**config.mk**
```make
export PLATFORM = sky130hd
export DESIGN_NAME = dog_sprite_render_flat
export DESIGN_NICKNAME = d
export VERILOG_FILES = /design/src/rtl/dog_gfx_pkg.sv /design/src/rtl/dog_sprite_render_if.sv /design/src/rtl/dog_frame_latch.sv /design/src/rtl/dog_sprite_render.sv /design/src/flat_wrapper.sv
export SDC_FILE = /design/constraint.sdc
export NUM_CORES = 1
export LEC_CHECK = 0
export ABC_AREA = 1
export BUFFER_PORTS_ARGS = -buffer_cell sky130_fd_sc_hd__buf_2
export CAP_MARGIN = 20
export CORE_MARGIN = 1
export CORE_UTILIZATION = 40
export CTS_BUF_LIST = sky130_fd_sc_hd__clkbuf_16
export CTS_CLUSTER_DIAMETER = 100
export CTS_CLUSTER_SIZE = 20
export DETAILED_ROUTE_END_ITERATION = 8
export MAX_ROUTING_LAYER = met4
export PLACE_DENSITY = 0.57
export SLEW_MARGIN = 20
export SYNTH_ARGS = -nofsm -noshare
export SYNTH_HDL_FRONTEND = slang
export SYNTH_SLANG_ARGS = --single-unit
```
**constraint.sdc**
```tcl
create_clock -name clk -period 5.44 [get_ports clk]
set_input_delay 1.088 -clock clk [delete_from_list [all_inputs] [get_ports clk]]
set_output_delay 1.088 -clock clk [all_outputs]
set_load 0.02 [all_outputs]
```
**src/rtl/dog_gfx_pkg.sv**
```systemverilog
// dog_gfx_pkg: shared palette, colour constants, power-state encodings and pipeline types
package dog_gfx_pkg;
  typedef logic [5:0] rgb_t;
  typedef enum logic [1:0] {PWR_NORMAL, PWR_BRIGHT, PWR_INV, PWR_BLINK} pwr_e;
  localparam rgb_t BG_RGB = 6'b000001;
  localparam rgb_t WHITE_RGB = 6'b111111;
  localparam rgb_t PALETTE [8] = '{
    6'b000000, 6'b100100, 6'b111010, 6'b110000,
    6'b001100, 6'b000011, 6'b111100, 6'b111111
  };
  typedef struct packed {
    logic [9:0] sx;
    logic [8:0] sy;
    logic [2:0] scol;
    pwr_e spow;
    logic [7:0] hits_prev;
    logic [3:0] flash_cnt;
    logic [3:0] frame_ctr;
  } shadow_t;
  typedef struct packed {
    logic de;
    logic hs;
    logic vs;
    logic in_box;
    logic on_edge;
    logic flash;
    logic blink;
    logic [2:0] col;
    logic [1:0] pow;
  } pix1_t;
  function automatic rgb_t pwr_apply(rgb_t base, logic [1:0] pow, logic blink);
    return pow == PWR_BRIGHT ? base | 6'b010101 :
           pow == PWR_INV ? ~base :
           (pow == PWR_BLINK && blink) ? BG_RGB : base;
  endfunction
endpackage

```
**src/rtl/dog_sprite_render_if.sv**
```systemverilog
// dog_sprite_render_if: beam, game-state and pixel-output signals of the sprite renderer
interface dog_sprite_render_if;
  logic frame_tick, de, hsync_in, vsync_in;
  logic [9:0] hpos, vpos, posx;
  logic [8:0] posy;
  logic [2:0] color_idx;
  logic [7:0] hits;
  logic [1:0] power_state, r, g, b;
  logic hsync_out, vsync_out, in_sprite;
  modport master (
    output frame_tick, de, hsync_in, vsync_in, hpos, vpos, posx, posy, color_idx, hits, power_state,
    input r, g, b, hsync_out, vsync_out, in_sprite
  );
  modport slave (
    input frame_tick, de, hsync_in, vsync_in, hpos, vpos, posx, posy, color_idx, hits, power_state,
    output r, g, b, hsync_out, vsync_out, in_sprite
  );
endinterface

```
**src/rtl/dog_frame_latch.sv**
```systemverilog
// dog_frame_latch: per-frame shadow of dog state, hit-flash countdown and frame counter
module dog_frame_latch
  import dog_gfx_pkg::*;
#(
  parameter int FLASH_FRAMES = 8
) (
  input  logic       clk,
  input  logic       rst,
  input  logic       frame_tick_i,
  input  logic [9:0] posx_i,
  input  logic [8:0] posy_i,
  input  logic [2:0] color_idx_i,
  input  logic [7:0] hits_i,
  input  logic [1:0] power_state_i,
  output logic [9:0] sx_o,
  output logic [8:0] sy_o,
  output logic [2:0] scol_o,
  output pwr_e       spow_o,
  output logic       flash_o,
  output logic       blink_o
);
  shadow_t st_q, st_d;
  always_comb begin
    st_d = st_q;
    if (frame_tick_i) begin
      st_d.sx = posx_i;
      st_d.sy = posy_i;
      st_d.scol = color_idx_i;
      st_d.spow = pwr_e'(power_state_i);
      st_d.frame_ctr = st_q.frame_ctr + 4'd1;
      st_d.flash_cnt = hits_i != st_q.hits_prev ? 4'(FLASH_FRAMES)
                                                : st_q.flash_cnt - {3'b0, |st_q.flash_cnt};
      st_d.hits_prev = hits_i;
    end
  end
  always_ff @(posedge clk) st_q <= rst ? '0 : st_d;
  assign sx_o = st_q.sx;
  assign sy_o = st_q.sy;
  assign scol_o = st_q.scol;
  assign spow_o = st_q.spow;
  assign flash_o = |st_q.flash_cnt && st_q.frame_ctr[1];
  assign blink_o = st_q.frame_ctr[2];
endmodule

```
**src/rtl/dog_sprite_render.sv**
```systemverilog
// dog_sprite_render: 2-cycle pixel pipeline drawing dog 0's box with hit-flash and power effects
module dog_sprite_render
  import dog_gfx_pkg::*;
#(
  parameter int SCREEN_W     = 640,
  parameter int SCREEN_H     = 480,
  parameter int BOX_W        = 48,
  parameter int BOX_H        = 32,
  parameter int FLASH_FRAMES = 8
) (
  input logic clk,
  input logic rst,
  dog_sprite_render_if.slave bus
);
  if (BOX_W > SCREEN_W || BOX_H > SCREEN_H) begin : g_bad_box
    $error("sprite box larger than screen");
  end
  localparam pix1_t S1_RST = '{hs: 1'b1, vs: 1'b1, default: '0};
  logic [9:0] sx;
  logic [8:0] sy;
  logic [2:0] scol;
  pwr_e spow;
  logic flash, blink;
  dog_frame_latch #(.FLASH_FRAMES(FLASH_FRAMES)) u_latch (
    .clk(clk), .rst(rst), .frame_tick_i(bus.frame_tick),
    .posx_i(bus.posx), .posy_i(bus.posy), .color_idx_i(bus.color_idx),
    .hits_i(bus.hits), .power_state_i(bus.power_state),
    .sx_o(sx), .sy_o(sy), .scol_o(scol), .spow_o(spow), .flash_o(flash), .blink_o(blink)
  );
  // 11-bit compares so a box near x=1023 never wraps back onto column 0
  logic [10:0] hx, vy, sx_w, sy_w;
  logic inx, iny;
  pix1_t s1_q, s1_d;
  rgb_t rgb_q, rgb_d;
  logic ins_q, hs_q, vs_q;
  assign hx = {1'b0, bus.hpos};
  assign vy = {1'b0, bus.vpos};
  assign sx_w = {1'b0, sx};
  assign sy_w = {2'b0, sy};
  assign inx = hx >= sx_w && hx < sx_w + 11'(BOX_W);
  assign iny = vy >= sy_w && vy < sy_w + 11'(BOX_H);
  // colour-effect state travels with the pixel so a frame_tick mid-pipeline cannot tear it
  always_comb begin
    s1_d = '{de: bus.de, hs: bus.hsync_in, vs: bus.vsync_in, in_box: inx && iny,
             on_edge: inx && iny && (hx == sx_w || hx == sx_w + 11'(BOX_W - 1) ||
                                     vy == sy_w || vy == sy_w + 11'(BOX_H - 1)),
             flash: flash, blink: blink, col: scol, pow: spow};
    rgb_d = !s1_q.de ? '0 :
            !s1_q.in_box ? BG_RGB :
            (s1_q.flash || s1_q.on_edge) ? WHITE_RGB :
            pwr_apply(PALETTE[s1_q.col], s1_q.pow, s1_q.blink);
  end
  always_ff @(posedge clk) begin
    s1_q <= rst ? S1_RST : s1_d;
    rgb_q <= rst ? '0 : rgb_d;
    ins_q <= !rst && s1_q.de && s1_q.in_box;
    hs_q <= rst || s1_q.hs;
    vs_q <= rst || s1_q.vs;
  end
  assign bus.r = rgb_q[5:4];
  assign bus.g = rgb_q[3:2];
  assign bus.b = rgb_q[1:0];
  assign bus.in_sprite = ins_q;
  assign bus.hsync_out = hs_q;
  assign bus.vsync_out = vs_q;
endmodule

```
**src/flat_wrapper.sv**
```systemverilog
// flat-port wrapper written by rule: the top's interface ports become plain ports
module dog_sprite_render_flat import dog_gfx_pkg::*;
#(
  parameter int SCREEN_W     = 640,
  parameter int SCREEN_H     = 480,
  parameter int BOX_W        = 48,
  parameter int BOX_H        = 32,
  parameter int FLASH_FRAMES = 8
)
  (clk, rst, bus_frame_tick, bus_de, bus_hsync_in, bus_vsync_in, bus_hpos, bus_vpos, bus_posx, bus_posy, bus_color_idx, bus_hits, bus_power_state, bus_r, bus_g, bus_b, bus_hsync_out, bus_vsync_out, bus_in_sprite);
  dog_sprite_render_if bus_i ();
  input logic clk;
  input logic rst;
  input wire logic [$bits(bus_i.frame_tick)-1:0] bus_frame_tick;
  input wire logic [$bits(bus_i.de)-1:0] bus_de;
  input wire logic [$bits(bus_i.hsync_in)-1:0] bus_hsync_in;
  input wire logic [$bits(bus_i.vsync_in)-1:0] bus_vsync_in;
  input wire logic [$bits(bus_i.hpos)-1:0] bus_hpos;
  input wire logic [$bits(bus_i.vpos)-1:0] bus_vpos;
  input wire logic [$bits(bus_i.posx)-1:0] bus_posx;
  input wire logic [$bits(bus_i.posy)-1:0] bus_posy;
  input wire logic [$bits(bus_i.color_idx)-1:0] bus_color_idx;
  input wire logic [$bits(bus_i.hits)-1:0] bus_hits;
  input wire logic [$bits(bus_i.power_state)-1:0] bus_power_state;
  output wire logic [$bits(bus_i.r)-1:0] bus_r;
  output wire logic [$bits(bus_i.g)-1:0] bus_g;
  output wire logic [$bits(bus_i.b)-1:0] bus_b;
  output wire logic [$bits(bus_i.hsync_out)-1:0] bus_hsync_out;
  output wire logic [$bits(bus_i.vsync_out)-1:0] bus_vsync_out;
  output wire logic [$bits(bus_i.in_sprite)-1:0] bus_in_sprite;
  assign bus_i.frame_tick = bus_frame_tick;
  assign bus_i.de = bus_de;
  assign bus_i.hsync_in = bus_hsync_in;
  assign bus_i.vsync_in = bus_vsync_in;
  assign bus_i.hpos = bus_hpos;
  assign bus_i.vpos = bus_vpos;
  assign bus_i.posx = bus_posx;
  assign bus_i.posy = bus_posy;
  assign bus_i.color_idx = bus_color_idx;
  assign bus_i.hits = bus_hits;
  assign bus_i.power_state = bus_power_state;
  assign bus_r = bus_i.r;
  assign bus_g = bus_i.g;
  assign bus_b = bus_i.b;
  assign bus_hsync_out = bus_i.hsync_out;
  assign bus_vsync_out = bus_i.vsync_out;
  assign bus_in_sprite = bus_i.in_sprite;
  dog_sprite_render #(.SCREEN_W(SCREEN_W), .SCREEN_H(SCREEN_H), .BOX_W(BOX_W), .BOX_H(BOX_H), .FLASH_FRAMES(FLASH_FRAMES)) u_core (.clk(clk), .rst(rst), .bus(bus_i));
endmodule
```
==> impl_metrics.ini <==
[place]
dp.final_hpwl_um = 6650
portBuffers = 66
place_congestion = 0.899

[synth]
synth_top_cell_by_area = dfxtp_1
async_flop_share_pct = 0
ys_top_cells_by_count = 102 x nand2_1, 76 x inv_1, 65 x nor2_1
post-synth-top-area-fraction_pct = 31.1
synth_flop_cell = dfxtp_1
synth_most_common_cell = nand2_1
ys_top_cells_by_area = dfxtp_1 31%, ha_1 12%, nand2_1 9.9%
syn_nets = 660
ys_seq_elements = 60
netlist_instances = 564
yosys_warnings = 0
syn_area_um2 = 3870
synth_edf_count = 0
yosysUniqueCellTypes = 38
syn_area_per_cell_um2 = 6.86
ys_seq_area_share_pct = 31.1

[routing]
dr_total_vias = 3667
ant_nets = 0
totalWireLength_um = 8650
drtIter0Drc = 144
dr.pass1.iters = 5
wl_per_cell_um = 11.3
drt-vias-per-instance = 4.81
drcViolationCount = 0

[pwr]
power_frac_seq_pct = 36.9
power.density_nw_per_um2 = 284
cellLeakagePower_uw = 0.00228
internal-power_uw = 929
ir_worst_vdd_v = 0.000153
p_total_uw = 1320
comb_power_share_pct = 19.6
p_sw_share_pct = 29.4
switching_power_uw = 388
p_clk_share_pct = 43.5

[setup_path]
slowest_stage = dfxtp_1
critical_path_class = reg2reg
arrival_ps = 2590
critPathBufInv = 1
cp_top_family = simple AND/OR/NAND/NOR gates
crit_path_cell_trace = inv_1, ha_1, nor2_1, xor2_1, ha_1, a21oi_1, nand3b_1, nand2_1, nor2_1, nand2_1, nor2_2, nand3_2, a21oi_2
start_kind = flop
critPathMaxStageDelay_ps = 480
critPathCaptureType = flop
crit_required_ps = 5700
crit_path_max_fanout = 8

[finish]
drive_above_1_share_pct = 15.8
nFillCells = 995
areaGrowthSynthToFinish_pct = 19.9
fin_nets = 725
insertedDiodeCount = 0

[sta]
rsz0062_at_grt = no
finalSetupTns_ps = 0
max_freq_ghz = 0.429
post-route-period-util_pct = 42.8
fin_skew_ps = 7.81
slew_headroom_pct = 72.7
setup_viol = 0
hold_viol = 0
final-max-slew-violation-count = 0
tightest_slew_ps = 409
period_minus_slack_ps = 2330

[global_routing]
grt_usage_pct = 18.9
grt_pass1_vias = 3341
grt_max_degree = 43
grt_antenna_before_repair = 0
gr-total-overflow = 0
grt_pass1_wl_um = 14800

[clock_network]
cts_tree = yes
cts.path.max_buffers = 2
cts-root-buf = clkbuf_16
cts_resized = 0
clk_latency_ps = 330
clock-sinks = 60
cts.clk_slew.worst_paths_ps = 60
h-tree-depth = 3
ctsHoldBuffers = 0
cts_setup_buffers = 0
cts_buffers = 9

[floorplanning]
io_pins = 67
die_h_um = 100
fp.dieArea_um2 = 10100
initial_core_util_pct = 41.7
die_width_um = 100
rows = 35
core-area_um2 = 9280

[flow_run]
maxCapViolations = 0

[run_status]
status = finished clean

[min_path]
min_path_type = reg2reg
## kinds of logic (layout without fill, tap and decap cells)
kind of cell	after synthesis	in the layout	share of synthesized area (%)
and+or+nand+nor	232	232	26.1
AOI/OAI and AO/OA	115	115	16.0
buffers and inverters	97	167	9.54
DFF	60	60	31.1
adders and majority gates	38	38	12.3
xor gates and xnor gates	22	22	4.98
## cell usage in the layout (no fill, tap or decap), types with 4 or more instances in the layout
cell type / instances
nand3b_1: 7
a21oi_1: 48
or2_2: 4
nand2_1: 102
dfxtp_1: 60
o21ai_0: 49
xnor2_1: 10
ha_1: 38
buf_2: 66
nor3_1: 4
inv_2: 4
nand4_1: 4
inv_1: 75
o21bai_1: 4
clkbuf_16: 9
clkinv_1: 4
xor2_1: 12
nor2_1: 65
nand3_1: 34
## stage by stage
| step | area [um^2] | utilization, % | hold slack, ps | std cells | worst slack, ps |
|---|---|---|---|---|---|
| CTS | 4610 | 49.7 | 416 | 762 | 2920 |
| global route | 4640 | 50.0 | 444 | 763 | 2810 |
| global placement | 4310 | 46.4 | 393 | 746 | 2620 |
| detailed placement | 4310 | 46.4 | 403 | 746 | 2560 |
| floorplan | 3870 | - | 389 | 564 | 3270 |
| finish | 4640 | 50.0 | 413 | 763 | 3110 |
## final timing paths
path | start | cells after the start | slack [ps] | end
worst min register to register | u_core.s1_q[9]$_SDFF_PP1_ | 1 | 410 | u_core.bus.vsync_out$_DFF_P_
worst max-delay path | u_core.u_latch.sx_o[4]$_SDFFE_PP0P_ | 13 | 3110 | u_core.s1_q[7]$_SDFF_PP0_
worst min-delay path | u_core.s1_q[9]$_SDFF_PP1_ | 1 | 410 | u_core.bus.vsync_out$_DFF_P_
worst max register to register | u_core.u_latch.sx_o[4]$_SDFFE_PP0P_ | 13 | 3110 | u_core.s1_q[7]$_SDFF_PP0_
## area by class of cell
| type | count | area (um^2) | area share [%] |
|---|---|---|---|
| Clock inverter | 7 | 76.3 | 1.65 |
| Timing Repair Buffer | 68 | 365 | 7.88 |
| Sequential cell | 60 | 1200 | 25.9 |
| Clock buffer | 9 | 225 | 4.86 |
| Inverter | 83 | 312 | 6.72 |
| Multi-Input combinational cell | 407 | 2300 | 49.5 |
| Tap cell | 129 | 161 | 3.48 |
## power by group through the flow
stage,Clock (uW),Combinational (uW),Sequential (uW)
floorplan,0,187,490
finish,573,258,486
CTS,591,257,485
detailed placement,0,256,495
global route,609,300,489
global placement,0,251,494
## state kept, by name (all words and copies together), names as in the netlist
register	flops
u_core.u_latch.spow_o	2
u_core.u_latch.st_q	14
u_core.u_latch.blink_o	1
u_core.bus.hsync_out	1
u_core.s1_q	12
u_core.rgb_q	6
u_core.bus.in_sprite	1
u_core.u_latch.sy_o	9
u_core.u_latch.scol_o	3
u_core.bus.vsync_out	1
u_core.u_latch.sx_o	10
## per-layer routing
metal | vias to the layer above | wire length [um] | track usage, %
met1 | 1622 | 4270 | 23.7
li1 | 1962 | - | -
met3 | 9 | 306 | 2.86
met4 | 0 | 74 | 7.25
met5 | - | 0 | -
met2 | 74 | 4000 | 30.7
Power figures use the tool's default switching activity.
